==> config.mk <==
export PLATFORM = sky130hd
export DESIGN_NAME = mux_share_arbiter
export DESIGN_NICKNAME = d
export VERILOG_FILES = /design/src/rtl/mux_share_arbiter.sv
export SDC_FILE = /design/constraint.sdc
export NUM_CORES = 1
export LEC_CHECK = 0
export CAP_MARGIN = 15
export CORE_MARGIN = 2
export CORE_UTILIZATION = 25
export CTS_CLUSTER_DIAMETER = 40
export DETAILED_ROUTE_END_ITERATION = 16
export SLEW_MARGIN = 0
export SYNTH_ARGS = -nofsm -noshare
export SYNTH_HDL_FRONTEND = slang
export SYNTH_SLANG_ARGS = --single-unit
==> constraint.sdc <==
create_clock -name clock -period 2.15 [get_ports clock]
set_input_delay 0.43 -clock clock [delete_from_list [all_inputs] [get_ports clock]]
set_output_delay 0.43 -clock clock [all_outputs]
set_load 0.05 [all_outputs]
==> src/rtl/mux_share_arbiter.sv <==
// Round-robin arbiter sharing one 2:1 bit mux between two requesters.
// The hold counter bounds a grant while the other side waits.
module mux_share_arbiter #(
    parameter int unsigned MAX_HOLD = 8,
    parameter int unsigned CW       = 4
) (
    input  logic       clock,
    input  logic       reset,
    input  logic [1:0] req,
    input  logic [1:0] done,
    input  logic       x,
    input  logic       y,
    output logic [1:0] gnt,
    output logic       s,
    output logic       m,
    output logic       busy,
    output logic       timeout
);

    typedef enum logic [1:0] {IDLE = 2'd0, G0 = 2'd1, G1 = 2'd2} state_t;

    localparam logic [CW-1:0] HOLD_LIM = CW'(MAX_HOLD - 1);

    state_t        state_q, state_d;
    logic [CW-1:0] cnt_q, cnt_d;
    logic          last_q, last_d;
    logic          timeout_q, timeout_d;
    logic [1:0]    gnt_q;
    logic          s_q, busy_q;

    logic own, req_own, req_oth, done_own, at_lim;
    logic rel_a, rel_b, rel_c;

    assign own      = (state_q == G1);
    assign req_own  = own ? req[1] : req[0];
    assign req_oth  = own ? req[0] : req[1];
    assign done_own = own ? done[1] : done[0];
    assign at_lim   = (cnt_q == HOLD_LIM);
    assign rel_a    = done_own;
    assign rel_b    = ~req_own;
    assign rel_c    = at_lim & req_oth;

    always_comb begin
        state_d   = state_q;
        cnt_d     = cnt_q;
        last_d    = last_q;
        timeout_d = 1'b0;
        case (state_q)
            IDLE: begin
                if (req[0] && (!req[1] || last_q)) begin
                    state_d = G0;
                    cnt_d   = '0;
                end else if (req[1]) begin
                    state_d = G1;
                    cnt_d   = '0;
                end
            end
            G0, G1: begin
                if (rel_a || rel_b || rel_c) begin
                    // timeout only when the counter is the sole reason to let go
                    timeout_d = rel_c & ~rel_a & ~rel_b;
                    last_d    = own;
                    cnt_d     = '0;
                    if (req_oth) state_d = own ? G0 : G1;
                    else         state_d = IDLE;
                end else if (!at_lim) begin
                    cnt_d = cnt_q + 1'b1;
                end
            end
            default: begin
                state_d = IDLE;
                cnt_d   = '0;
            end
        endcase
    end

    // Outputs are registered from the next state so they move on the same edge as state.
    always_ff @(posedge clock) begin
        if (reset) begin
            state_q   <= IDLE;
            cnt_q     <= '0;
            last_q    <= 1'b1;
            timeout_q <= 1'b0;
            gnt_q     <= 2'b00;
            s_q       <= 1'b0;
            busy_q    <= 1'b0;
        end else begin
            state_q   <= state_d;
            cnt_q     <= cnt_d;
            last_q    <= last_d;
            timeout_q <= timeout_d;
            gnt_q     <= {state_d == G1, state_d == G0};
            s_q       <= (state_d == G1);
            busy_q    <= (state_d != IDLE);
        end
    end

    assign gnt     = gnt_q;
    assign s       = s_q;
    assign busy    = busy_q;
    assign timeout = timeout_q;
    assign m       = busy_q & (s_q ? y : x);

endmodule
==> results.sh <==
export IMPL_outcome="finished, final reports clean"
export IMPL_hp_class="flip-flop to flip-flop"
export IMPL_clock_latency_ns=0.26
export IMPL_initial_utilization_pct=27.1
export IMPL_seq_area_frac_synth_pct=32.2
export IMPL_drv_slew=0
export IMPL_final_cell_mix="12 x clkdlybuf4s50_1, 11 x dfxtp_1, 7 x a21oi_1, 7 x buf_4"
export IMPL_cts_buffers=3
export IMPL_yosysWarningCount=0
export IMPL_hold_viol_final=0
export IMPL_overflow=0
export IMPL_cp_max_fo=5
export IMPL_nNetsFinal=107
export IMPL_power_mw=0.742
export IMPL_synth_mux_area_share_pct=3.11
export IMPL_drive_gt1_share_pct=20.2
export IMPL_r2r_start="state_q[0]"
export IMPL_grt_pass1_wl_um=2640
export IMPL_crit_slowest_cell="or3b_4"
export IMPL_wl_um=1460
export IMPL_synthArstFlopShare_pct=0
export IMPL_syn_inst=72
export IMPL_start_kind="flip-flop"
export IMPL_synth_nets=84
export IMPL_max_stage_delay_ns=0.45
export IMPL_antenna_found_initial=0
export IMPL_grt_max_degree=10
export IMPL_pwr_share_comb_pct=47.8
export IMPL_p_leak_nw=0.349
export IMPL_avgSynthCellArea_sq_um=9.49
export IMPL_critPathCaptureType="flip-flop"
export IMPL_clk_pin_slew_ns=0.08
export IMPL_path_cells="inv_1 -> ha_1 -> or3b_4 -> a22o_4 -> a221oi_4 -> o211a_1"
export IMPL_grt_pass1_vias=608
export IMPL_synth_top_family_by_area="compound AO/OA/AOI/OAI gates"
export IMPL_synth_adder_area_share_pct=7.33
export IMPL_max_freq_mhz=498
export IMPL_gp_congestion=0.838
export IMPL_pwr_share_clk_pct=18.9
export IMPL_synthToLayoutAreaGrowth_pct=35.9
export IMPL_synth_edf_count=0
export IMPL_final_common_cell="clkdlybuf4s50_1"
export IMPL_cts_resized_gates=0
export IMPL_critical_path_buf_inv_count=1
export IMPL_n_antenna_cell=0
export IMPL_firstDrtPassIters=4
export IMPL_synthDistinctLibCells=38
export IMPL_layout_min_cycle_time_ns=2.01
export IMPL_viasPerCell=5.04
export IMPL_critPathRequiredTime_ns=2.35
export IMPL_cts_tree="yes"
export IMPL_cts_root_buf="clkbuf_4"
export IMPL_synthSimpleGateAreaFrac_pct=24.5
export IMPL_synth_main_ff_cell="dfxtp_1"
export IMPL_core_area_sq_um=2520
export IMPL_drt_iter0_drc=16
export IMPL_synth_area_sq_um=683
export IMPL_skew_ns=0.00717
export IMPL_placementRows=18
export IMPL_synth_xor_area_share_pct=0
export IMPL_postCtsSetupRepairBufs=0
export IMPL_yosys_register_bits=11
export IMPL_die_x_um=56.3
export IMPL_post_route_period_util_pct=93.4
export IMPL_peakVddDrop_uv=464
export IMPL_setup_violations=0
export IMPL_maxCapViolations=0
export IMPL_vias=625
export IMPL_pre_cts_ws_ns=-0.0238
export IMPL_pwr_share_seq_pct=33.2
export IMPL_setup_slack_ns=0.142
export IMPL_cts_path_max_buffers=2
export IMPL_dp_hpwl_um=1150
export IMPL_cts_sinks=11
export IMPL_critical_path_top_delay_family="compound AO/OA/AOI/OAI gates"
export IMPL_crit_start="state_q[0]"
export IMPL_p_sw_share_pct=38.2
export IMPL_relSlewSlack_pct=66.7
export IMPL_holdBufCountCts=0
export IMPL_drc=0
export IMPL_rsz0062_at_grt="false"
export IMPL_dieHeight_um=56.3
export IMPL_die_area_sq_um=3170
export IMPL_pin_count=14
export IMPL_fin_setup_tns_ns=0
export IMPL_synth_compound_area_share_pct=28.9
export IMPL_tightest_slew_ns=0.498
export IMPL_cp_data_arrival_time_ns=2.21
export IMPL_worstHoldStart="cnt_q[1]"
export IMPL_grt_usage_pct=10.3
export IMPL_io_buffers=13
export IMPL_crit_type="flip-flop to flip-flop"
export IMPL_post_drt_wl_per_cell_um=11.8
export IMPL_htree_levels=1
export IMPL_p_int_mw=0.459
export IMPL_power_per_cell_area_nw_per_um2=799
export IMPL_postRouteAntennaNets=0
export IMPL_switchingPower_mw=0.283
## cell type report
| class | instances | area, sq um |
|---|---|---|
| well taps | 30 | 37.5 |
| fillers | 253 | 1590 |
| multi-input cells | 55 | 437 |
| clock buffers | 4 | 26.3 |
| flip-flops and latches | 11 | 220 |
| inverters | 4 | 15.0 |
| repair buffers | 20 | 193 |
## sequential cells by signal (all words and copies together), names as in the netlist
name     cells
busy         1
state_q      2
timeout      1
gnt          2
cnt_q        4
last_q       1
## worst reg2reg max path: stages (launching register included)
cell      delay, ns
dfxtp_1        0.38
inv_1          0.09
ha_1           0.26
or3b_4         0.45
a22o_4         0.26
a221oi_4       0.31
o211a_1        0.20
## logic make-up (layout without fill, tap and decap cells)
| logic type | after synthesis | count (layout) |
|---|---|---|
| AOI/OAI and AO/OA | 23 | 23 |
| and+or+nand+nor | 26 | 26 |
| DFF | 11 | 11 |
| adders and majority gates | 4 | 4 |
| muxes | 2 | 2 |
| buffers and inverters | 6 | 28 |
## final timing paths
check / to / slack (ns) / depth (start not counted)
setup / recovery: gnt[0] / 0.14 / 6
hold / removal: cnt_q[1] / 0.49 / 2
setup reg to reg: gnt[0] / 0.14 / 6
hold reg to reg: cnt_q[1] / 0.49 / 2
## metrics by stage
step / hold WS, ns / instances / instance area [sq um] / utilization (%)
finish: 0.492 / 124 / 928 / 36.8
global route: 0.539 / 124 / 928 / 36.8
CTS: 0.492 / 124 / 928 / 36.8
detailed placement: 0.478 / 120 / 902 / 35.8
global placement: 0.473 / 120 / 902 / 35.8
floorplan: 0.451 / 72 / 683 / -
## power groups by stage
stage                     combinational (mW)  sequential [mW]  clock, mW
after global placement                 0.353            0.252          0
after global routing                   0.383            0.252      0.156
after floorplan                        0.199            0.295          0
after detailed placement               0.354            0.252          0
final                                  0.355            0.246      0.141
after CTS                              0.355            0.247      0.142
## routing by layer
layer  part of all wire, %  global-route usage (%)
met1                    50                    14.3
met2                    43                    15.1
met3                   6.0                    2.53
met4                   1.3                    4.42
met5                     0                       0
## synth_stat cells, drive strengths merged (2+ instances only)
| cell type | instances | share of area (%) |
|---|---|---|
| nand2 | 3 | 1.6 |
| a22oi | 2 | 2.2 |
| nor2 | 3 | 1.6 |
| inv | 4 | 2.2 |
| a22o | 2 | 3.8 |
| a21oi | 7 | 5.1 |
| nor4 | 2 | 2.7 |
| ha | 4 | 7.3 |
| dfxtp | 11 | 32 |
| o21ai | 3 | 2.2 |
| nand3 | 2 | 1.5 |
| and2 | 2 | 1.8 |
| nor3 | 2 | 1.5 |
| a221oi | 3 | 8.2 |
| nor3b | 3 | 3.3 |
Note: power is estimated with default switching activity, not from simulation.
